## src/rtl/button_event_fsm.sv

```systemverilog
// rtl/button_event_fsm.sv - classifies a debounced button level into press/release/short/long/double-click strobes
// Double-click detection is compiled in only when BUTTON_DOUBLE_CLICK_EN is defined.
module button_event_fsm #(
  parameter int unsigned LONG_TICKS = 1000,
  parameter int unsigned GAP_TICKS  = 300,
  parameter int unsigned CNT_W      = 24
) (
  input  logic       clk,
  input  logic       reset,
  input  logic       btn_in,
  output logic       press,
  output logic       released,
  output logic       short_press,
  output logic       long_press,
  output logic       double_click,
  output logic       held,
  output logic [7:0] press_cnt
);

  localparam logic [2:0] IDLE      = 3'd0;
  localparam logic [2:0] PRESSED   = 3'd1;
  localparam logic [2:0] LONG_HELD = 3'd2;
`ifdef BUTTON_DOUBLE_CLICK_EN
  localparam logic [2:0] WAIT_GAP  = 3'd3;
  localparam logic [2:0] SECOND    = 3'd4;
  localparam logic [CNT_W-1:0] GAP_LAST = CNT_W'(GAP_TICKS - 1);
`endif
  localparam logic [CNT_W-1:0] LONG_LAST = CNT_W'(LONG_TICKS - 1);

  if (LONG_TICKS < 2 || GAP_TICKS < 1) begin : g_param_check
    $error("button_event_fsm: LONG_TICKS must be >= 2 and GAP_TICKS >= 1");
  end

  logic [2:0]       state_q, state_d;
  logic [CNT_W-1:0] cnt_q, cnt_d;
  logic             btn_q, btn_d;
  logic             press_q, press_d;
  logic             release_q, release_d;
  logic             short_q, short_d;
  logic             long_q, long_d;
  logic             dbl_q, dbl_d;
  logic             held_q, held_d;
  logic [7:0]       press_cnt_q, press_cnt_d;
  logic             rise, fall;

  always_comb begin
    rise        = btn_in & ~btn_q;
    fall        = ~btn_in & btn_q;
    btn_d       = btn_in;
    state_d     = state_q;
    cnt_d       = cnt_q;
    press_d     = rise;
    release_d   = fall;
    short_d     = 1'b0;
    long_d      = 1'b0;
    dbl_d       = 1'b0;
    press_cnt_d = press_cnt_q + 8'(rise);

    // Edges are tested before timeouts so an edge wins on a coincident cycle.
    case (state_q)
      IDLE: begin
        if (rise) begin
          state_d = PRESSED;
          cnt_d   = '0;
        end
      end
      PRESSED: begin
        if (fall) begin
`ifdef BUTTON_DOUBLE_CLICK_EN
          state_d = WAIT_GAP;
          cnt_d   = '0;
`else
          state_d = IDLE;
          short_d = 1'b1;
`endif
        end else if (cnt_q == LONG_LAST) begin
          state_d = LONG_HELD;
          long_d  = 1'b1;
        end else begin
          cnt_d = cnt_q + CNT_W'(1);
        end
      end
      LONG_HELD: begin
        if (fall) state_d = IDLE;
      end
`ifdef BUTTON_DOUBLE_CLICK_EN
      WAIT_GAP: begin
        if (rise) begin
          state_d = SECOND;
          dbl_d   = 1'b1;
        end else if (cnt_q == GAP_LAST) begin
          state_d = IDLE;
          short_d = 1'b1;
        end else begin
          cnt_d = cnt_q + CNT_W'(1);
        end
      end
      SECOND: begin
        if (fall) state_d = IDLE;
      end
`endif
      default: state_d = IDLE;
    endcase

    held_d = (state_d == LONG_HELD);
  end

  always_ff @(posedge clk or posedge reset) begin
    if (reset) begin
      state_q     <= IDLE;
      cnt_q       <= '0;
      btn_q       <= 1'b0;
      press_q     <= 1'b0;
      release_q   <= 1'b0;
      short_q     <= 1'b0;
      long_q      <= 1'b0;
      dbl_q       <= 1'b0;
      held_q      <= 1'b0;
      press_cnt_q <= 8'd0;
    end else begin
      state_q     <= state_d;
      cnt_q       <= cnt_d;
      btn_q       <= btn_d;
      press_q     <= press_d;
      release_q   <= release_d;
      short_q     <= short_d;
      long_q      <= long_d;
      dbl_q       <= dbl_d;
      held_q      <= held_d;
      press_cnt_q <= press_cnt_d;
    end
  end

  assign press        = press_q;
  assign released     = release_q;
  assign short_press  = short_q;
  assign long_press   = long_q;
  assign double_click = dbl_q;
  assign held         = held_q;
  assign press_cnt    = press_cnt_q;

endmodule
```

## config.mk

```make
export PLATFORM = sky130hd
export DESIGN_NAME = button_event_fsm
export DESIGN_NICKNAME = d
export VERILOG_FILES = /design/src/rtl/button_event_fsm.sv
export SDC_FILE = /design/constraint.sdc
export NUM_CORES = 1
export LEC_CHECK = 0
export ABC_AREA = 1
export ABC_CLOCK_PERIOD_IN_PS = 1950
export CORE_AREA = 8 8 102 104
export CTS_CLUSTER_SIZE = 10
export DETAILED_ROUTE_END_ITERATION = 7
export DIE_AREA = 0 0 110 112
export PLACE_DENSITY = 0.43
export SLEW_MARGIN = 20
export SYNTH_ARGS = -nofsm -noshare
export SYNTH_HDL_FRONTEND = slang
export SYNTH_SLANG_ARGS = --single-unit
export TNS_END_PERCENT = 30
```

## constraint.sdc

```tcl
create_clock -name clk -period 1.95 [get_ports clk]
set_input_delay 0.39 -clock clk [delete_from_list [all_inputs] [get_ports clk]]
set_output_delay 0.39 -clock clk [all_outputs]
set_load 0.005 [all_outputs]
```

# Word level (Yosys, flattened, before mapping)
# Cells that the tools add are included.
# word_totals
ff_bits	41
input_bits	3
elab_cells	39
# op_classes
n_eq_ne	7
reduce_logical	3
add_sub_neg	2
bitwise	4
muxes	14
# ops
op	n
$mux 24	3
$pmux 24 s2	1
$add 24x1->24 const B	1
$eq 24x10->1 const B	1
$mux 3	4
$pmux 3 s3	1
$add 8x1->8	1
$eq 3x2->1 const B	2
$ne 2x2->1 const B	3
$mux 1	5
$reduce_and 4->1	1
$eq 3x1->1 const B	1
$logic_not 3->1	1
$and 1x1->1	2
$not 1->1	2
$reduce_bool 2->1	1

# Depth between registers and ports, before layout
# logic_depth
ltp_word	5
ltp_mapped	10
depth_no_buf	10

# Worst setup path before layout
# No wires, ideal clock.
# synth_timing
kind	register to register
from	register cnt_q[0]
to	register cnt_q[15]
setup_time_ps	74
path_stages_with_launch	11
t_arrival_ps	1434
slack_ps	442
period_less_slack_ps	1508
path_cell_list	dfrtp_1 ha_1 nand2_1 nor2_1 nand2_1 nor2_2 nand3_2 nand2_4 buf_8 nand2_1 o21ai_2
# synth_via
elab_chain_cells	4
word_cells_on_any_way	7
# synth_lines
element	line	text
start, declared	35	logic [CNT_W-1:0] cnt_q, cnt_d;
start signal, assigned	122	cnt_q <= cnt_d;
$add 24x1->24	80	cnt_d = cnt_q + CNT_W'(1);
$mux 24	76	end else if (cnt_q == LONG_LAST) begin
$mux 24	68	if (fall) begin
$pmux 24 s2	60	case (state_q)
# Several ways; a longest one is shown, not always the timed one. The select of a mux whose other input is x is not followed.
# A chain may end at the register's enable or synchronous reset.

# Final worst setup path
# layout_timing
from	register cnt_q[1]
to	register cnt_q[2]
# Same word-level chain as after synthesis.

==> impl_metrics.sql <==
INSERT INTO impl_metrics (metric_group, metric, value, unit) VALUES
('global_routing', 'number_of_antenna_violations_at_the_first_check_in_global_routing', '0', ''),
('die', 'dieArea', '12320', 'um^2'),
('timing', 'grt_setup_unrepaired', 'no', ''),
('clock_tree', 'cts.path.max_buffers', '2', ''),
('clock_tree', 'clkSlewWorstSetupHoldPaths', '80', 'ps'),
('synth', 'synthMuxAreaShare', '0', '%'),
('routing', 'via_count', '1901', ''),
('routing', 'routed_wire_length_per_instance', '11.65', 'um'),
('die', 'design.core.area', '8890', 'um^2'),
('hold_path', 'holdCritPathClass', 'input pin to async pin', ''),
('routing', 'route.antenna.remaining_nets', '0', ''),
('timing', 'ratio_of_final_minimum_period_to_clock_period', '87.82', '%'),
('setup_path', 'crit_path_cell_trace', 'ha_1 -> nand2_1 -> nor2_1 -> nand2_1 -> nor2_2 -> nand3_2 -> nand2_4 -> buf_4 -> nand2_1 -> o21ai_2', ''),
('die', 'start_util', '26.77', '%'),
('pwr', 'vdd.ir_drop.worst', '0.0002497', 'V'),
('setup_path', 'timing.critical_path.max_delay_family', 'simple AND/OR/NAND/NOR gates', ''),
('setup_path', 'cpMostUsedCell', 'sky130_fd_sc_hd__nand2_1', ''),
('routing', 'drt_iter0_markers', '112', ''),
('setup_path', 'required', '2170', 'ps'),
('routing', 'detail_route.vias_per_cell', '4.196', ''),
('die', 'chip_height', '112', 'um'),
('routing', 'routed.top_layer', 'met4', ''),
('global_routing', 'grt_max_degree', '42', ''),
('synth', 'post_synth_main_area_contributors', 'sky130_fd_sc_hd__dfrtp_1 (43%), sky130_fd_sc_hd__nand2_1 (17%), sky130_fd_sc_hd__nor2_1 (7.3%), sky130_fd_sc_hd__nand3_1 (6.3%), sky130_fd_sc_hd__o21ai_2 (5.9%)', ''),
('synth', 'synth-simple-area-share', '35.17', '%'),
('clock_tree', 'clock-sinks', '41', ''),
('synth', 'synth_top_area_cell', 'sky130_fd_sc_hd__dfrtp_1', ''),
('die', 'fp.dieW', '110', 'um'),
('timing', 'timing_max_transition_violations_final', '0', ''),
('clock_tree', 'cts.hold.buffers_added', '0', ''),
('synth', 'postSynthRegisterBits', '41', ''),
('setup_path', 'critical_path.max_stage_delay', '400', 'ps'),
('global_routing', 'grt_pass1_vias', '1914', ''),
('routing', 'wirelength', '5.276', 'mm'),
('synth', 'synth_xor_area_share', '6.257', '%'),
('synth', 'share_of_the_synthesized_area_in_compound_gates_ao_oa_aoi_oai', '6.993', '%'),
('clock_tree', 'cts-resized-gates', '0', ''),
('status', 'outcome', 'completed', ''),
('job', 'cap_violations', '0', ''),
('pwr', 'power_density', '714.7', 'nW/um^2'),
('synth', 'synth.yosys.warnings', '0', ''),
('die', 'design.portCount', '17', ''),
('setup_path', 'criticalPathCategory', 'register to register', ''),
('placed_design', 'placedCellCount', '446', ''),
('timing', 'sum_neg_setup_slack', '0', 'ps'),
('synth', 'postSynthCellCount', '313', ''),
('placed_design', 'dp_worst_setup_slack', '-30.83', 'ps'),
('cells_and_area', 'layout.cells.most_common_list', 'sky130_fd_sc_hd__nand2_1 (109), sky130_fd_sc_hd__nor2_1 (46), sky130_fd_sc_hd__dfrtp_1 (41)', ''),
('setup_path', 'worstPathArrival', '1940', 'ps'),
('cells_and_area', 'fin_nets', '348', ''),
('synth', 'yosysSeqAreaShare', '43.11', '%'),
('setup_path', 'timing.critical_path.from_type', 'register', ''),
('timing', 'final_period_minus_worst_setup_slack', '1713', 'ps'),
('clock_tree', 'cts_setup_buffers', '0', ''),
('die', 'core.rowCount', '35', ''),
('global_routing', 'grt_overflow_total', '0', ''),
('clock_tree', 'clockRootBuffer', 'sky130_fd_sc_hd__clkbuf_8', ''),
('synth', 'synth_top_family_by_area', 'simple AND/OR/NAND/NOR gates', ''),
('clock_tree', 'clock_latency', '290', 'ps'),
('clock_tree', 'cts_max_level', '2', ''),
('setup_path', 'path_max_fanout', '15', ''),
('placed_design', 'port_buffers', '15', ''),
('cells_and_area', 'post_route_cells_drive_above_1_share', '13.74', '%'),
('cells_and_area', 'syn_to_final_growth', '18.87', '%'),
('global_routing', 'wire_length_of_the_first_global_routing_pass', '9.432', 'mm'),
('synth', 'syn-cell-area', '2380', 'um^2'),
('timing', 'fin_worst_skew', '3.601', 'ps'),
('placed_design', 'gp_routability_congestion', '0.8033', ''),
('synth', 'post-synth-top-area-fraction', '43.11', '%'),
('cells_and_area', 'layout.cells.most_common', 'sky130_fd_sc_hd__nand2_1', ''),
('timing', 'hold_viol_final', '0', '');
==> worst min-delay path: cells and delay by family <==
family | cells | cell delay (ps)
buf+inv | 3 | 700
==> cells in the mapped netlist, drive strengths merged <==
library cell / instances
clkbuf: 2
or2: 1
xor2: 16
buf: 6
nor2: 49
xnor2: 1
ha: 3
a21oi: 2
nand3: 31
conb: 1
nand4: 1
dfrtp: 41
o22ai: 1
nand2: 113
nand3b: 1
o21ai: 18
and2: 1
inv: 22
nor3: 3
==> through the flow <==
step	hold WS (ps)	power [W]	instance area [um^2]
3_5_place_dp	446.2	0.001371	2725
3_3_place_gp	458.5	0.001371	2725
4_1_cts	447.2	0.002067	2829
6_report	437.1	0.002022	2829
5_1_grt	457.4	0.002151	2829
2_1_floorplan	421.4	0.001159	2384
==> sequential cells by signal, summed over array words and instances, names as in the netlist <==
| name | flops |
|---|---|
| state_q | 3 |
| cnt_q | 24 |
| released | 1 |
| long_press | 1 |
| press_cnt | 8 |
| short_press | 1 |
| btn_q | 1 |
| press | 1 |
| held | 1 |
==> cell families (layout without fill, tap and decap cells) <==
logic type | after synthesis | count (layout)
AO/OA/AOI/OAI | 21 | 21
XOR/XNOR | 17 | 17
adder cells (fa/ha/maj) | 3 | 3
buffers and inverters | 30 | 58
flip-flops | 41 | 41
other | 1 | 2
AND/OR/NAND/NOR | 200 | 200
==> per-layer routing <==
layer / up-vias / GRT usage (%)
met3: 4 / 2.195
met4: 0 / 2.342
met2: 24 / 14.35
li1: 1034 / -
met1: 839 / 13.07
met5: - / 0
==> path summary, 6_finish.rpt <==
path | start | endpoint | slack, ps | cells after the start
min in group clk | btn_q | press | 450 | 1
max in group asynchronous | reset | cnt_q[19] | 1310 | 3
max reg2reg | cnt_q[1] | cnt_q[2] | 240 | 10
min reg2reg | btn_q | press | 450 | 1
min | reset | press_cnt[7] | 440 | 3
max | cnt_q[1] | cnt_q[2] | 240 | 10
==> cell type report <==
| cell class | count | area, um^2 |
|---|---|---|
| Fill cell | 956 | 6061 |
| Multi-Input combinational cell | 243 | 1197 |
| Sequential cell | 41 | 1026 |
| Timing Repair Buffer | 29 | 280.3 |
| Tap cell | 111 | 138.9 |
| Inverter | 22 | 82.58 |
| Clock buffer | 5 | 68.82 |
| Clock inverter | 2 | 35.03 |
==> power breakdown <==
part	internal [W]	switching (W)
Clock	0.000373	0.000306
Sequential	0.000931	0.0000679
Combinational	0.000198	0.000146
No activity file was read; power rests on OpenSTA's default activity.
==> RTL edit (config.mk and constraints unchanged) <==
Build with the macro `BUTTON_DOUBLE_CLICK_EN` defined.
--- a/src/rtl/button_event_fsm.sv
+++ b/src/rtl/button_event_fsm.sv
@@ -2,2 +2,4 @@
 // Double-click detection is compiled in only when BUTTON_DOUBLE_CLICK_EN is defined.
+`define BUTTON_DOUBLE_CLICK_EN
+
 module button_event_fsm #(
Behaviour: not the same (Yosys sat finds a counterexample within 4 cycles, from zero or initial values and one cycle with reset high).
==> RTL edit against the unedited design <==
  * Synthesized area rose by 5.6%
  * Worst hold slack got worse by 0.036 ns
  * Setup slack got worse by 0.026 ns
  * Sequential cell count rose by 1
  * Synthesized cell count rose by 13%
  * Cell area rose by 9.4%
  * Routed wire length rose by 24%
  * Non-clock buffer count rose by 15
  * Critical path depth fell by 1
  * Critical endpoint is now press_cnt[7]
  * Highest routed layer unchanged
Power is not compared: it rests on default switching activity, and its combinational part moved more than twofold at a synthesized area within 25%.
==> RTL edit: results (changes against the unedited design) <==
| Metric | Value |
|---|---|
| Register with the most flip-flops | `cnt_q` |
| Largest net degree at the start of global routing | `25 (-40%)` |
| Nets | `405 (+16%)` |
| Max FFs per register | `24 (unchanged)` |
| Post-CTS setup buffers | `0 (unchanged)` |
| GRT Resource Usage Total | `0.116 (+0.0211)` |
| Post-synthesis cell type count | `27 (-10%)` |
| Clk_lat worst skew | `about 0.30 ns` |
| Initial DRC count | `107 (-4.5%)` |
| Post-DP HPWL | `5080 µm (+28%)` |
| Antenna violations before repair | `0 (unchanged)` |
| H-tree depth | `2 (unchanged)` |
| Via density | `4.55 (+8.5%)` |
| Placed cells | `503 (+13%)` |
| CP max FO | `2 (-13)` |
| Pleak | `approximately 0.0014 µW` |
| Post-CTS Resized | `0 (unchanged)` |
| Maximum vdd drop | `0.427 mV` |
| Worst R2R Path Depth | `11 (+1)` |
| # port buffers | `16 (+1)` |
| Met2 WL | `3070 µm (+33%)` |
| Synthesized Nets | `360` |
| Run status | `finished clean` |
| Post-synthesis sequential area ratio | `0.418 (-0.0130)` |
| Total wire length | `6540 µm (+24%)` |
| Synth warn | `0 (unchanged)` |
| Drt wl/cell | `12.8 µm (+9.8%)` |
| Worst hold slack | `0.401 ns (-0.0359 ns)` |
| Placer Congestion | `0.823 (+2.5%)` |
| CP max stage delay | `0.47 ns (+0.07 ns)` |
| M1 WL | `3110 µm (+15%)` |
| Clock skew | `0.00414 ns (+0.000543 ns)` |
| CTS max path bufs | `2 (unchanged)` |
| Avg Cell Area, Syn | `7.10 µm² (-6.6%)` |
| Reg2reg end | `cnt_q[21]` |
| Top cells by count, synth | `nand2_1 (116), nor2_1 (52), dfrtp_1 (42), nand3_1 (31), inv_1 (29)` |
| Global-route wire length before repair | `11400 µm (+20%)` |
| Met3 wire length | `298 µm (+24%)` |
| Most common flop cell mapped by yosys | `dfrtp_1` |
| Root buffer cell | `clkbuf_8` |
| Worst-margin pin slew | `0.419 ns` |
| Min-Delay Path Class | `in -> async` |
| ANT cells | `0 (unchanged)` |
| Top cells by area, synth | `dfrtp_1 (42%), nand2_1 (17%), nor2_1 (7.8%)` |
| Top routing layer in use | `met4` |
| CP max-delay cell | `clkdlybuf4s50_1` |
| Layout cell share with drive strength beyond 1 | `0.155 (+0.0176)` |
| DRT Pass-1 Iters | `4 (unchanged)` |
| Synth async-reset ratio | `1.00 (unchanged)` |
| Vias in the first global route | `2371 (+24%)` |
-- RTL edit: cell types whose count changed after synthesis, moves of 4 or more --
| cell | delta |
|---|---|
| inv_1 | +8 |
| o21ai_0 | +19 |
| inv_2 | +4 |
| nand4_1 | +6 |
| xor2_1 | -6 |
| nand2_1 | +7 |
| nand2_2 | +7 |
| nor2_1 | +6 |
| o21ai_2 | -16 |
-- RTL edit: how the worst max path moves through the flow --
stage,depth (start not counted),from,slack [ns],to
floorplan,10,cnt_q[0],0.33,cnt_q[18]
global placement,9,btn_in,-0.08,press_cnt[7]
global route,10,cnt_q[1],0.01,cnt_q[18]
finish,9,btn_in,0.21,press_cnt[7]
CTS,9,btn_in,0.19,press_cnt[7]
detailed placement,9,btn_in,-0.13,press_cnt[7]
-- RTL edit: cells by family (layout without fill, tap and decap cells) --
group,after synthesis,in the layout,synth area share
simple gates,232,232,0.401
flops,42,42,0.418
buf+inv,40,86,0.0727
compound gates,26,26,0.0548
xor+xnor,11,11,0.0383
fa+ha+maj,3,3,0.0149
-- RTL edit: per-stage QoR --
stage	util	area, µm²	worst slack [ns]	power (µW)
3_3_place_gp	0.338	3010	-0.0778	2370
4_1_cts	0.348	3100	0.194	2960
2_1_floorplan	-	2510	0.333	1850
6_report	0.348	3100	0.212	2890
5_1_grt	0.348	3100	0.0145	3120
3_5_place_dp	0.338	3010	-0.129	2360
-- RTL edit: layer usage --
layer | up-vias | track usage
li1 | 1209 | -
met1 | 1078 | 0.149
met2 | 35 | 0.191
met3 | 5 | 0.0220
met4 | 0 | 0.0297
met5 | - | 0
-- RTL edit: power by group through the flow --
stage | clock, µW | combinational, µW | sequential [µW]
2_1_floorplan | 0 | 732 | 1120
3_5_place_dp | 0 | 1230 | 1120
6_report | 583 | 1200 | 1100
4_1_cts | 612 | 1240 | 1110
3_3_place_gp | 0 | 1240 | 1130
5_1_grt | 645 | 1340 | 1130
-- RTL edit: layout make-up --
type	count	area (µm²)
clock inverter	3	21.3
multi-input combinational	272	1280
clock buffer	5	68.8
sequential	42	1050
inverter	34	128
timing repair buffer	44	408
fill	990	5790
tap	111	139
-- RTL edit: worst max-delay path: cells and delay by family --
kind | cells | cell delay (ns)
xor+xnor | 1 | 0.14
simple gates | 4 | 0.58
fa+ha+maj | 1 | 0.15
buf+inv | 3 | 0.65
